## src/rtl/sub_pkg.sv

```systemverilog
// Shared definitions for the serial subtractor: FSM state encoding and default width.
// Latency: n/a (package only).
// Backpressure: n/a (package only).
package sub_pkg;

    // Default operand/result width; legal range 2..16.
    localparam int SUB_DEFAULT_WIDTH = 4;

    typedef enum logic [1:0] {
        IDLE = 2'd0,
        RUN  = 2'd1,
        DONE = 2'd2
    } sub_state_e;

endpackage

```

## src/rtl/fullsubtractor_1bit.sv

```systemverilog
// One-bit full subtractor computing a - b - bin.
// Latency: purely combinational, zero cycles.
// Backpressure: none (no state, no handshake).
// Ports: a, b, bin in; diff = a^b^bin, bout = borrow out of this bit.
module fullsubtractor_1bit (
    input  logic a,
    input  logic b,
    input  logic bin,
    output logic diff,
    output logic bout
);

    logic a_xor_b;

    assign a_xor_b = a ^ b;
    assign diff    = a_xor_b ^ bin;
    // A borrow leaves when b exceeds a, or when the bits are equal and a borrow came in.
    assign bout    = (~a & b) | (~a_xor_b & bin);

endmodule

```

## src/rtl/serial_subtractor_4bit.sv

```systemverilog
// Bit-serial subtractor: diff = a - b - bin (mod 2^WIDTH), bout = unsigned borrow, LSB first.
// Latency: out_valid rises WIDTH cycles after the accepting edge; one transaction at a time.
// Backpressure: valid/ready on both sides; result held stable while out_ready is low.
// Ports: clk, rst (sync, active-high), in_valid/in_ready + a, b, bin operands,
//        out_valid/out_ready + diff, bout result; ovf present only with SUB_OVERFLOW_EN.
// Optional feature macro: SUB_OVERFLOW_EN (adds signed-overflow output ovf).
module serial_subtractor_4bit
    import sub_pkg::*;
#(
    parameter int WIDTH = SUB_DEFAULT_WIDTH
) (
    input  logic             clk,
    input  logic             rst,
    input  logic             in_valid,
    output logic             in_ready,
    input  logic [WIDTH-1:0] a,
    input  logic [WIDTH-1:0] b,
    input  logic             bin,
    output logic             out_valid,
    input  logic             out_ready,
    output logic [WIDTH-1:0] diff,
    output logic             bout
`ifdef SUB_OVERFLOW_EN
    ,
    output logic             ovf
`endif
);

    localparam int IW = $clog2(WIDTH);

    sub_state_e       state_q, state_d;
    logic [IW-1:0]    idx_q, idx_d;
    logic [WIDTH-1:0] a_q, a_d;
    logic [WIDTH-1:0] b_q, b_d;
    logic [WIDTH-1:0] work_q, work_d;
    logic [WIDTH-1:0] diff_q, diff_d;
    logic             borrow_q, borrow_d;
    logic             bout_q, bout_d;
`ifdef SUB_OVERFLOW_EN
    logic             ovf_q, ovf_d;
`endif

    logic fs_diff;
    logic fs_bout;
    logic last_bit;

    // Operands are shifted right each RUN cycle so the single cell always sees bit 0.
    fullsubtractor_1bit u_fs (
        .a    (a_q[0]),
        .b    (b_q[0]),
        .bin  (borrow_q),
        .diff (fs_diff),
        .bout (fs_bout)
    );

    assign last_bit = (idx_q == IW'(WIDTH - 1));

    always_comb begin
        state_d   = state_q;
        idx_d     = idx_q;
        a_d       = a_q;
        b_d       = b_q;
        work_d    = work_q;
        diff_d    = diff_q;
        borrow_d  = borrow_q;
        bout_d    = bout_q;
`ifdef SUB_OVERFLOW_EN
        ovf_d     = ovf_q;
`endif
        in_ready  = 1'b0;
        out_valid = 1'b0;

        case (state_q)
            IDLE: begin
                in_ready = ~rst;
                if (in_valid && ~rst) begin
                    a_d      = a;
                    b_d      = b;
                    borrow_d = bin;
                    idx_d    = '0;
                    state_d  = RUN;
                end
            end
            RUN: begin
                a_d      = a_q >> 1;
                b_d      = b_q >> 1;
                // Result bits enter at the MSB; after WIDTH shifts bit 0 lands at index 0.
                work_d   = {fs_diff, work_q[WIDTH-1:1]};
                borrow_d = fs_bout;
                idx_d    = idx_q + IW'(1);
                if (last_bit) begin
                    // The visible result only changes here, so it keeps the previous value during RUN.
                    diff_d  = {fs_diff, work_q[WIDTH-1:1]};
                    bout_d  = fs_bout;
`ifdef SUB_OVERFLOW_EN
                    // Signed overflow: borrow into the MSB differs from borrow out of it.
                    ovf_d   = borrow_q ^ fs_bout;
`endif
                    idx_d   = '0;
                    state_d = DONE;
                end
            end
            DONE: begin
                out_valid = 1'b1;
                if (out_ready) begin
                    state_d = IDLE;
                end
            end
            default: begin
                state_d = IDLE;
            end
        endcase
    end

    always_ff @(posedge clk) begin
        if (rst) begin
            state_q  <= IDLE;
            idx_q    <= '0;
            a_q      <= '0;
            b_q      <= '0;
            work_q   <= '0;
            diff_q   <= '0;
            borrow_q <= 1'b0;
            bout_q   <= 1'b0;
`ifdef SUB_OVERFLOW_EN
            ovf_q    <= 1'b0;
`endif
        end else begin
            state_q  <= state_d;
            idx_q    <= idx_d;
            a_q      <= a_d;
            b_q      <= b_d;
            work_q   <= work_d;
            diff_q   <= diff_d;
            borrow_q <= borrow_d;
            bout_q   <= bout_d;
`ifdef SUB_OVERFLOW_EN
            ovf_q    <= ovf_d;
`endif
        end
    end

    assign diff = diff_q;
    assign bout = bout_q;
`ifdef SUB_OVERFLOW_EN
    assign ovf  = ovf_q;
`endif

endmodule

```

## config.mk

```make
export PLATFORM = sky130hd
export DESIGN_NAME = serial_subtractor_4bit
export DESIGN_NICKNAME = d
export VERILOG_FILES = /design/src/rtl/sub_pkg.sv /design/src/rtl/fullsubtractor_1bit.sv /design/src/rtl/serial_subtractor_4bit.sv
export SDC_FILE = /design/constraint.sdc
export NUM_CORES = 1
export LEC_CHECK = 0
export ABC_AREA = 1
export BUFFER_PORTS_ARGS = -buffer_cell sky130_fd_sc_hd__buf_2
export CORE_UTILIZATION = 52
export DETAILED_ROUTE_END_ITERATION = 6
export PLACE_DENSITY = 0.76
export SETUP_SLACK_MARGIN = 0.4
export SLEW_MARGIN = 20
export SYNTH_ARGS = -nofsm -noshare
export SYNTH_HDL_FRONTEND = slang
export SYNTH_SLANG_ARGS = --single-unit
```

## constraint.sdc

```tcl
create_clock -name clk -period 1.5 [get_ports clk]
set_input_delay 0.3 -clock clk [delete_from_list [all_inputs] [get_ports clk]]
set_output_delay 0.3 -clock clk [all_outputs]
set_load 0.01 [all_outputs]
```

Word level (Yosys, flattened, before mapping)
Index checks and enable logic that the tools add are counted.

word-level totals
  flip-flop bits (word level) = 22
  input port bits = 13

cells by class
  add/subtract/negate cells = 1
  equal/unequal tests = 6
  multiplexer cells = 15
  bitwise operators = 8
  reductions and logical operators = 6

operators by type and width
  operator                                                                count
  4-bit one-hot mux with 2 select lines                                   2
  2-bit 2-to-1 mux                                                        5
  4-bit 2-to-1 mux                                                        2
  2-bit != test (second input constant)                                   3
  2-bit one-hot mux with 3 select lines                                   1
  2-bit equality test (second input constant)                             2
  2-bit one-hot mux with 2 select lines                                   1
  2-bit AND reduction                                                     2
  1-bit 2-to-1 mux                                                        3
  1-bit inverter                                                          3
  3-bit AND reduction                                                     1
  2-bit by 1-bit adder with 2-bit output (second input constant)          1
  1-bit bitwise AND                                                       2
  2-bit by 1-bit equality test with 1-bit output (second input constant)  1
  2-bit zero test                                                         1
  1-bit one-hot mux with 2 select lines                                   1
  2-bit nonzero test                                                      1
  1-bit XOR                                                               2
  1-bit logical AND                                                       1
  1-bit bitwise OR                                                        1

Depth between registers and ports, before layout
  word-level depth = 5
  mapped depth = 7
  gate-level depth less buffers = 7

Cells and area by module
From an unflattened synthesis, not the netlist that was laid out.

unflattened totals
  cell total of the unflattened synthesis = 146
  area, all modules = 1076.0 um^2

by module, submodules not included
  module                  instances  cells each  area an instance (um^2)
  serial_subtractor_4bit  1          142         1044.8
  fullsubtractor_1bit     1          4           31.3

Worst setup path after synthesis
OpenSTA, ideal clock, no wires.

  path type = reg2reg
  start point = register b_q[0]
  end point = register work_q[3]
  setup time = 0.116 ns
  arrival time = 1.016 ns
  data required time = 1.384 ns
  slack = 0.368 ns
  stages on the path, launching flop included = 5
  path buffers = 0
  period minus slack after synthesis = 1.132 ns
  cell sequence = dfxtp_1 -> inv_1 -> fa_1 -> o21ai_0 -> nor2_1

on the way
  cells in the longest elaborated chain, start to end = 2

ends and longest elaborated chain
  item                      line                           source
  start: declaration        serial_subtractor_4bit.sv:34   logic [WIDTH-1:0] b_q, b_d;
  start signal: assignment  serial_subtractor_4bit.sv:120  b_q <= '0;
  start signal: assignment  serial_subtractor_4bit.sv:132  b_q <= b_d;
  1-bit XOR                 fullsubtractor_1bit.sv:15      assign a_xor_b = a ^ b;
  1-bit XOR                 fullsubtractor_1bit.sv:16      assign diff = a_xor_b ^ bin;
  via fs_diff               serial_subtractor_4bit.sv:43   logic fs_diff;
  end signal: assignment    serial_subtractor_4bit.sv:133  work_q <= work_d;
  end: declaration          serial_subtractor_4bit.sv:35   logic [WIDTH-1:0] work_q, work_d;

The timed path passes the listed nets, and every way through them passes these cells.
A chain may end at the register's enable or synchronous reset.

Final worst setup path
  start point = register state_q[0]
  end point = output in_ready

on the way
  cells in the longest elaborated chain, start to end = 2

ends and longest elaborated chain
  item                      line                           source
  start: declaration        serial_subtractor_4bit.sv:31   sub_state_e state_q, state_d;
  start signal: assignment  serial_subtractor_4bit.sv:129  state_q <= state_d;
  2-bit zero test           serial_subtractor_4bit.sv:73   case (state_q)
  1-bit 2-to-1 mux          serial_subtractor_4bit.sv:73
  end: declaration          serial_subtractor_4bit.sv:15   output logic in_ready,

No other way between the ends.

==> impl_metrics.toml <==
[status]
status = "complete, no violations"

[global_route]
gr-usage-all-layers_pct = 28.4
grt_util_met1_pct = 37.5
use_met3_pct = 4.71
overflow = 0
grt_pass1_vias = 856
use_met2_pct = 43.1
grt_max_degree = 17
busiest_layer = "met2"
antenna_found_initial = 0
grt_pass1_wl_microns = 4020

[place]
place_area_sq_um = 1120
dp.cells = 185
numPortBuffers = 19
dp_hpwl_microns = 1500
place_ws_ns = 0.301
routabilityCongestion = 0.826

[detailed_routing]
ant_nets = 0
wl_microns = 3350
first_iter_violations = 61
avgViaCountPerCell = 5.40
dr.pass1.iters = 4
wl_per_cell_microns = 16.4
drc_errors = 0
vias = 1106

[cts]
clk_latency_ns = 0.32
cts_max_level = 1
clk_pin_slew_worst_paths_ns = 0.13
clock_sinks = 21
clockBufferDepth = 2
cts_inserted_buffers = 3
cts_tree = "done"
postCtsHoldBufs = 0
cts-root-buf = "clkbuf_4"

[hold_path]
hold_class = "primary input to flop"

[yosys]
ys_warn_count = 0
synth_nets = 159
synth_seq_cells = 21
synth_top_area_share_pct = 41.2
synth_common_cells = "nor2_1, nand2_1, dfxtp_1, nand3_1, inv_1"
yosysMostFrequentCell = "nor2_1"
yosys.area_share.adder_pct = 3.19
netlist_instances = 144
synth_xor_area_share_pct = 0
synth.area.top_cells = "dfxtp_1, nor2_1, nand2_1"
synth_cell_types = 20
synth_compound_area_share_pct = 6.75
synth-seq-area-share_pct = 41.2
synth_edf_count = 0
ys.flop_type = "dfxtp_1"
synth_top_family_by_area = "simple AND/OR/NAND/NOR gates"
synthArstFlopShare_pct = 0
synth_top_area_cell = "dfxtp_1"
synth-simple-area-share_pct = 38.8
synthesis.area_sq_um = 1020
syn_avg_cell_area_sq_um = 7.08
synth_mux_area_share_pct = 0

[timing]
fin_ws_ns = 0.114
maxSlewHeadroom_pct = 85.8
finalSetupTns_ns = 0
finalSetupViolCount = 0
rsz0062_at_grt = "yes"
period_share_pct = 92.4
period_needed_ns = 1.39
finalHoldViolCount = 0
slew_viol_final = 0
fmax_ghz = 0.722
fin_worst_skew_ns = 0.0117
worst_pin_slew_ns = 0.211

[setup_path]
crit_fanout = 4
cp-endpoint = "in_ready"
startpoint = "state_q[0]"
r2r-start = "b_q[0]"
cp.required_ns = 1.20
rrSetupSlack_ns = 0.30
crit_path_end_kind = "output port"
path_depth = 3
cp-start-kind = "flop"
reg2regPathDepth = 4
worstSetupPathType = "flop to output port"
crit_chain = "buf_6 -> nor3_4 -> buf_2"
max_stage_delay_ns = 0.36
regToRegEndpoint = "diff[3]"
crit_family = "flip-flops"
slowest_stage = "dfxtp_2"
crit_buf_inv = 2
cp.arrival_ns = 1.09

[die]
pin_count = 20
core_sq_um = 1780
fp.dieH_microns = 46.3
rows = 15
die-area_sq_um = 2140
start_util_pct = 57.2
die_w_microns = 46.3

[layout]
final_area_sq_um = 1480
syn_to_final_growth_pct = 45.2
nets = 196
antennaDiodeCount = 0
drive_gt1_share_pct = 47.2
final_cells = 205

[pwr]
power.leakage_nw = 0.695
power.density_nw_per_um2 = 889
total_power_mw = 1.32
ir_drop_mv = 0.684

[flow_run]
max_cap_viol_count = 0
==> timing repair <==
item                                    4_1_cts  5_1_grt
setup buffers                                 7        6
gates cloned                                  2        1
gates resized for setup                      26       34
endpoints found under the setup margin       23       23
pin swaps                                    13       13
==> state kept, by name, summed over array words and instances (netlist names) <==
register	flops
a_q	4
b_q	4
borrow_q	1
bout	1
diff	4
idx_q	2
state_q	2
work_q	3
==> cells in the final DEF, fill, tap and decap left out, types with 2 or more instances in the layout <==
cell and instances:
nand3_1 14, nand3_2 5, inv_8 3, buf_2 15, buf_4 10, a21oi_1 2, nand2_8 2, o21ai_1 4
inv_1 8, a21oi_2 2, clkbuf_4 3, dfxtp_1 11, nand2_4 3, dfxtp_2 9, o21ai_0 5, nor2_1 25
nor2_2 5, nand2_1 26, buf_6 7, nand2_2 4, inv_2 5, nor2_4 3
==> cells by family after synthesis <==
| group | count (synthesis) |
|---|---|
| AO/OA/AOI/OAI | 13 |
| adder cells (fa/ha/maj) | 2 |
| buffers and inverters | 21 |
| flip-flops | 21 |
| AND/OR/NAND/NOR | 87 |
==> worst min-delay path by stage <==
stage,endpoint,startpoint,slack [ns],cells after the start
final,state_q[1],out_ready,0.22,4
after global placement,bout,bout,0.46,2
after global routing,state_q[1],out_ready,0.23,4
after CTS,state_q[1],out_ready,0.22,4
after floorplan,b_q[3],b[3],0.44,2
after detailed placement,bout,bout,0.46,2
==> worst register-to-register path: cells and delay by family (launching register included) <==
| kind | cells | cell delay [ns] |
|---|---|---|
| flip-flops | 1 | 0.34 |
| AND/OR/NAND/NOR | 2 | 0.16 |
| buffers and inverters | 1 | 0.04 |
| adder cells (fa/ha/maj) | 1 | 0.58 |
==> routing by layer <==
metal	part of all wire, %	wire (microns)
met5	0	0
met4	3.9	131
met3	4.9	166
met2	51	1720
met1	40	1330
==> per-stage QoR <==
stage | hold slack (ns) | util, %
floorplan | 0.439 | -
CTS | 0.224 | 73.6
finish | 0.216 | 83.0
global route | 0.229 | 83.0
detailed placement | 0.464 | 63.0
global placement | 0.456 | 63.0
==> layout make-up <==
| cell class | count | area (sq um) |
|---|---|---|
| fillers | 108 | 303 |
| clock buffers | 3 | 22.5 |
| clock inverters | 1 | 5.00 |
| inverters | 16 | 82.6 |
| flip-flops and latches | 21 | 435 |
| well taps | 25 | 31.3 |
| repair buffers | 34 | 264 |
| multi-input cells | 105 | 639 |
==> power by group <==
| group | switching, mW | internal [mW] | total, mW |
|---|---|---|---|
| Sequential | 0.0321 | 0.604 | 0.637 |
| Combinational | 0.238 | 0.148 | 0.387 |
| Clock | 0.192 | 0.100 | 0.292 |
| Total | 0.462 | 0.853 | 1.32 |
No activity file was read; power rests on OpenSTA's default activity.
